===== src/rtl/round_sequencer.sv =====
// ============================================================================
// Module  : round_sequencer
// Brief   : Game-round initiator: latches a target, opens the answer window,
//           counts guesses, judges, scores and shows each round's result.
// Revision: 1.0  initial release
// ============================================================================
`default_nettype none

module round_sequencer #(
  parameter int CW           = 8,
  parameter int NUM_ROUNDS   = 5,
  parameter int SHOW_SECS    = 2,
  parameter int TIMEOUT_SECS = 8
) (
  input  logic          Clk100M,
  input  logic          rstN,
  input  logic          tick1Hz,
  input  logic          startBtn,
  input  logic          targetValid,
  input  logic [CW-1:0] targetCount,
  input  logic          playerInc,
  input  logic          postSig,
  output logic          answerSig,
  output logic          busy,
  output logic [CW-1:0] guess,
  output logic [CW-1:0] score,
  output logic [3:0]    roundNum,
  output logic          resultValid,
  output logic          resultCorrect,
  output logic          timeoutErr
);

  localparam logic [2:0] c_IDLE     = 3'd0;
  localparam logic [2:0] c_WAIT_TGT = 3'd1;
  localparam logic [2:0] c_ARM      = 3'd2;
  localparam logic [2:0] c_ANSWER   = 3'd3;
  localparam logic [2:0] c_JUDGE    = 3'd4;
  localparam logic [2:0] c_SHOW     = 3'd5;

  localparam int c_TMAX = (SHOW_SECS > TIMEOUT_SECS) ? SHOW_SECS : TIMEOUT_SECS;
  localparam int c_TW   = $clog2(c_TMAX + 1);

  // Terminal counts compare against the value held before the final tick
  localparam logic [c_TW-1:0] c_TIMEOUT_LAST = c_TW'(TIMEOUT_SECS - 1);
  localparam logic [c_TW-1:0] c_SHOW_LAST    = c_TW'(SHOW_SECS - 1);
  localparam logic [3:0]      c_LAST_ROUND   = 4'(NUM_ROUNDS);
  localparam logic [CW-1:0]   c_SAT          = '1;

  logic [2:0]      r_state;
  logic [2:0]      w_state_nxt;
  logic [c_TW-1:0] r_ticks;
  logic [CW-1:0]   r_target;
  logic [CW-1:0]   r_guess;
  logic [CW-1:0]   r_score;
  logic [3:0]      r_round;
  logic            r_answer;
  logic            r_busy;
  logic            r_result_valid;
  logic            r_result_correct;
  logic            r_timeout;
  logic            w_timeout_hit;
  logic            w_show_done;

  assign w_timeout_hit = tick1Hz && (r_ticks == c_TIMEOUT_LAST) && !postSig;
  assign w_show_done   = tick1Hz && (r_ticks == c_SHOW_LAST);

  always_comb begin
    w_state_nxt = r_state;
    case (r_state)
      c_IDLE:     if (startBtn) w_state_nxt = c_WAIT_TGT;
      c_WAIT_TGT: if (targetValid) w_state_nxt = c_ARM;
      c_ARM:      w_state_nxt = c_ANSWER;
      c_ANSWER: begin
        if (postSig)            w_state_nxt = c_JUDGE;
        else if (w_timeout_hit) w_state_nxt = c_IDLE;
      end
      c_JUDGE:    w_state_nxt = c_SHOW;
      c_SHOW: begin
        if (w_show_done)
          w_state_nxt = (r_round == c_LAST_ROUND) ? c_IDLE : c_WAIT_TGT;
      end
      default:    w_state_nxt = c_IDLE;
    endcase
  end

  always_ff @(posedge Clk100M) begin
    if (!rstN) begin
      r_state          <= c_IDLE;
      r_ticks          <= '0;
      r_target         <= '0;
      r_guess          <= '0;
      r_score          <= '0;
      r_round          <= '0;
      r_answer         <= 1'b0;
      r_busy           <= 1'b0;
      r_result_valid   <= 1'b0;
      r_result_correct <= 1'b0;
      r_timeout        <= 1'b0;
    end else begin
      r_state        <= w_state_nxt;
      r_busy         <= (w_state_nxt != c_IDLE);
      r_result_valid <= (w_state_nxt == c_SHOW);
      r_answer       <= (r_state == c_ARM);
      case (r_state)
        c_IDLE: begin
          if (startBtn) begin
            r_score   <= '0;
            r_guess   <= '0;
            r_timeout <= 1'b0;
            r_round   <= 4'd1;
          end
        end
        c_WAIT_TGT: begin
          if (targetValid) begin
            r_target <= targetCount;
            r_guess  <= '0;
          end
        end
        c_ARM: r_ticks <= '0;
        c_ANSWER: begin
          if (playerInc && (r_guess != c_SAT)) r_guess <= r_guess + 1'b1;
          if (tick1Hz) r_ticks <= r_ticks + 1'b1;
          if (w_timeout_hit) begin
            r_timeout <= 1'b1;
            r_round   <= '0;
          end
        end
        c_JUDGE: begin
          r_result_correct <= (r_guess == r_target);
          if ((r_guess == r_target) && (r_score != c_SAT)) r_score <= r_score + 1'b1;
          r_ticks <= '0;
        end
        c_SHOW: begin
          if (tick1Hz) r_ticks <= r_ticks + 1'b1;
          if (w_show_done)
            r_round <= (r_round == c_LAST_ROUND) ? 4'd0 : r_round + 4'd1;
        end
        default: ;
      endcase
    end
  end

  assign answerSig     = r_answer;
  assign busy          = r_busy;
  assign guess         = r_guess;
  assign score         = r_score;
  assign roundNum      = r_round;
  assign resultValid   = r_result_valid;
  assign resultCorrect = r_result_correct;
  assign timeoutErr    = r_timeout;

endmodule

`default_nettype wire


===== config.mk =====
export PLATFORM = sky130hd
export DESIGN_NAME = round_sequencer
export DESIGN_NICKNAME = d
export VERILOG_FILES = /design/src/rtl/round_sequencer.sv
export SDC_FILE = /design/constraint.sdc
export NUM_CORES = 1
export LEC_CHECK = 0
export CAP_MARGIN = 0
export CORE_MARGIN = 2
export CORE_UTILIZATION = 30
export CTS_CLUSTER_SIZE = 40
export DETAILED_ROUTE_END_ITERATION = 10
export SETUP_SLACK_MARGIN = 0.4
export SLEW_MARGIN = 0
export SYNTH_ARGS = -nofsm -noshare
export SYNTH_HDL_FRONTEND = slang
export SYNTH_SLANG_ARGS = --single-unit

===== constraint.sdc =====
create_clock -name Clk100M -period 5.9 [get_ports Clk100M]
set_clock_uncertainty 0.2 [all_clocks]
set_input_delay 0.885 -clock Clk100M [delete_from_list [all_inputs] [get_ports Clk100M]]
set_output_delay 0.885 -clock Clk100M [all_outputs]
set_load 0.1 [all_outputs]

==> run_results.csv <==
group,metric,value,unit
status,status,"complete, no violations",
die,die_w,87.4,µm
layout,drive_above_1_share,5.08,%
critical_path,end_kind,"primary output",
placed_design,placed_cells,367,
synth,yosysTopAreaCellShare,38.4,%
power,finalPower,617,µW
die,pin_count,40,
power,combPwrFrac,13.2,%
routing,met1_length,2500,µm
die,fp.dieArea,7640,µm²
synth,synth-simple-area-share,28.1,%
synth,synth_xor_area_share,3.78,%
timing,slew_viol_final,0,
clock_network,h-tree-depth,2,
clock_network,clkSinkCount,40,
synth,syn-num-nets,276,
grt,antenna_found_initial,0,
synth,synth.area.mux_share,5.28,%
placed_design,io_buffers,39,
die,start_util,30.9,%
placed_design,place_hpwl,3610,µm
layout,finish.net_count,313,
routing,wire_per_inst,13.3,µm
layout,fin_util,39.4,%
power,total_leakage_power,0.947,nW
clock_network,clockRootBuffer,"clkbuf_8",
routing,met2_length,2290,µm
synth,syn_inst,257,
synth,ys_seq_area_share,38.4,%
timing,hold_viol,0,
synth,syn_area,2090,µm²
timing,finalSetupViolations,0,
clock_network,postCtsResizedCells,0,
critical_path,critPathTopFamily,"buffers and inverters",
timing,rsz0062_at_grt,"no",
clock_network,hold_buffers,0,
critical_path,crit_fanout,8,
routing,drt_iter0_markers,91,
critical_path,slowest_stage,"clkdlybuf4s50_1",
timing,finalCritPeriodShare,52.5,%
clock_network,cts_tree,"yes",
layout,fin_cells,375,
clock_network,post_cts_buffers,0,
die,chipHeight,87.4,µm
worst_hold_path,hp-class,"register to register",
layout,syn_to_final_growth,27.6,%
routing,postRouteAntennaNets,0,
grt,grt_overflow,0,
critical_path,reg2reg_setup_slack,3500,ps
critical_path,slowest_delay,1200,ps
synth,synth_cell_types,41,
synth,synth_top_area_cell,"dfxtp_1",
critical_path,path_class,"register to primary output",
power,swShare,26.2,%
power,seq_power_share,46.4,%
timing,tns,0,ps
synth,syn_avg_cell_area,8.12,µm²
synth,synth_top_family_by_area,"simple AND/OR/NAND/NOR gates",
synth,yosys_warnings,0,
grt,grt_pass1_vias,1816,
power,intPower,455,µW
die,core,6760,µm²
synth,yosys-top-cells-area,"dfxtp_1 38%, nor2_1 5.4%, a21oi_1 5.3%, mux2i_1 5.3%, o21ai_0 4.3%",
grt,grt_usage,13.9,%
synth,synth_compound_area_share,18.5,%
timing,fmax,0.323,GHz
power,ir_worst_vdd,0.105,mV
power,clockPowerShare,40.3,%
timing,setup_slack,2800,ps
routing,drcViolationCount,0,
synth,ys_ff_latch,40,
clock_network,cts_made_buffers,5,
clock_network,clkTransAtPathRegs,80,ps
clock_network,insertion_delay,290,ps
critical_path,critPathLaunchType,"register",
timing,worstMarginPinSlew,970,ps
synth,synth_adder_area_share,2.40,%
routing,routed_via_density,5.24,
die,fp-row-count,30,
clock_network,cts_buffer_depth,2,
power,power_density,231,nW/µm²
timing,fin_crit,3100,ps
placed_design,pre_cts_ws,2860,ps
critical_path,cp_data_required_time,4820,ps
critical_path,crit_buf_inv,1,
routing,totalWireLength,4990,µm
placed_design,finalWeightedCongestion,0.835,
routing,dr.max_layer_used,"met4",
routing,vias,1964,
layout,antenna_cells,0,
grt,grt_pass1_wl,8650,µm
grt,grt_start_max_net_pins,25,
critical_path,arrival,2010,ps
routing,route.met3.wl,149,µm
job,maxCapViolCount,0,
timing,slew_headroom,35.1,%
routing,dr.pass1.iters,4,
power,p_switching,161,µW
critical_path,cp_cell_sequence,"clkdlybuf4s50_1",
## layout make-up
cell class / count / area (µm²)
fill: 711 / 4090
clock inverter: 1 / 30.0
tap: 80 / 100
inverter: 9 / 33.8
sequential: 40 / 801
multi-input combinational: 199 / 1210
timing repair buffer: 39 / 390
clock buffer: 7 / 96.3
## synth_stat cells
cell,instances
a211oi_1,4
a21oi_1,22
a22oi_1,1
a31oi_1,2
a41oi_1,3
and2_1,4
and3_1,3
and3b_1,2
buf_2,5
clkbuf_1,4
dfxtp_1,40
ha_1,4
inv_1,9
mux2i_1,11
nand2_1,23
nand2b_1,3
nand2b_4,1
nand3_1,10
nand3b_1,2
nand3b_4,1
nand4_1,5
nand4b_1,1
nor2_1,30
nor2b_1,1
nor3_1,11
nor3_2,2
nor3b_1,2
nor4_1,3
nor4_2,1
o21a_1,2
o21ai_0,18
o221a_2,1
o22ai_1,2
o31a_1,1
o31ai_1,6
o32ai_1,1
o41ai_1,1
or2_2,1
or3_1,2
or4_1,3
xor2_1,9
## stage by stage
step | cell area (µm²) | hold slack [ps]
global placement | 2540 | 254
CTS | 2660 | 291
floorplan | 2090 | 280
detailed placement | 2540 | 272
global route | 2660 | 295
finish | 2660 | 282
## metal layers
metal  global-route usage [%]  vias to the layer above
met2                     21.7                       38
met3                     2.84                        6
met5                        0                        -
met1                     19.3                      917
li1                         -                     1003
met4                     4.48                        0
## worst paths after layout
kind	endpoint	from	depth (start not counted)
min	timeoutErr$_SDFFE_PN0P_	timeoutErr$_SDFFE_PN0P_	2
max reg2reg	roundNum[1]$_SDFFE_PN0P_	r_state[0]$_SDFF_PN0_	5
max	guess[2]	guess[2]$_SDFFE_PN0P_	1
min reg2reg	timeoutErr$_SDFFE_PN0P_	timeoutErr$_SDFFE_PN0P_	2
## power by group through the flow
| stage | Clock (mW) | Sequential, mW | Combinational, mW |
|---|---|---|---|
| 6_report | 0.249 | 0.286 | 0.0816 |
| 5_1_grt | 0.263 | 0.288 | 0.0901 |
| 4_1_cts | 0.253 | 0.286 | 0.0823 |
| 3_5_place_dp | 0 | 0.293 | 0.0822 |
| 3_3_place_gp | 0 | 0.292 | 0.0818 |
| 2_1_floorplan | 0 | 0.303 | 0.0463 |
## sequential cells by signal, summed over array words and instances (netlist names)
signal	count
answerSig	1
busy	1
guess	8
r_state	3
r_target	8
r_ticks	4
resultCorrect	1
resultValid	1
roundNum	4
score	8
timeoutErr	1
## placed cells by master (no fill, tap or decap), types with 3 or more instances in the layout
cell type	count
nand4_1	5
ha_1	4
xor2_1	9
dfxtp_1	40
a41oi_1	3
o31ai_1	6
inv_1	9
a211oi_1	4
nand2b_1	3
nor2_1	30
nor3_1	11
nand2_1	23
mux2i_1	11
nand3_1	10
o21ai_0	18
clkbuf_8	7
clkdlybuf4s50_1	39
or4_1	3
nor4_1	3
a21oi_1	22
and3_1	3
and2_1	4
## logic make-up after synthesis
| group | after synthesis |
|---|---|
| AND/OR/NAND/NOR | 111 |
| AO/OA/AOI/OAI | 64 |
| flip-flops | 40 |
| buffers and inverters | 18 |
| multiplexers | 11 |
| XOR/XNOR | 9 |
| adder cells (fa/ha/maj) | 4 |
## worst register-to-register path, delay by kind of cell (launching register included)
family / cells / cell delay [ps]
AOI/OAI and AO/OA: 3 / 520
and+or+nand+nor: 2 / 820
DFF: 1 / 720
Power figures use the tool's default switching activity.
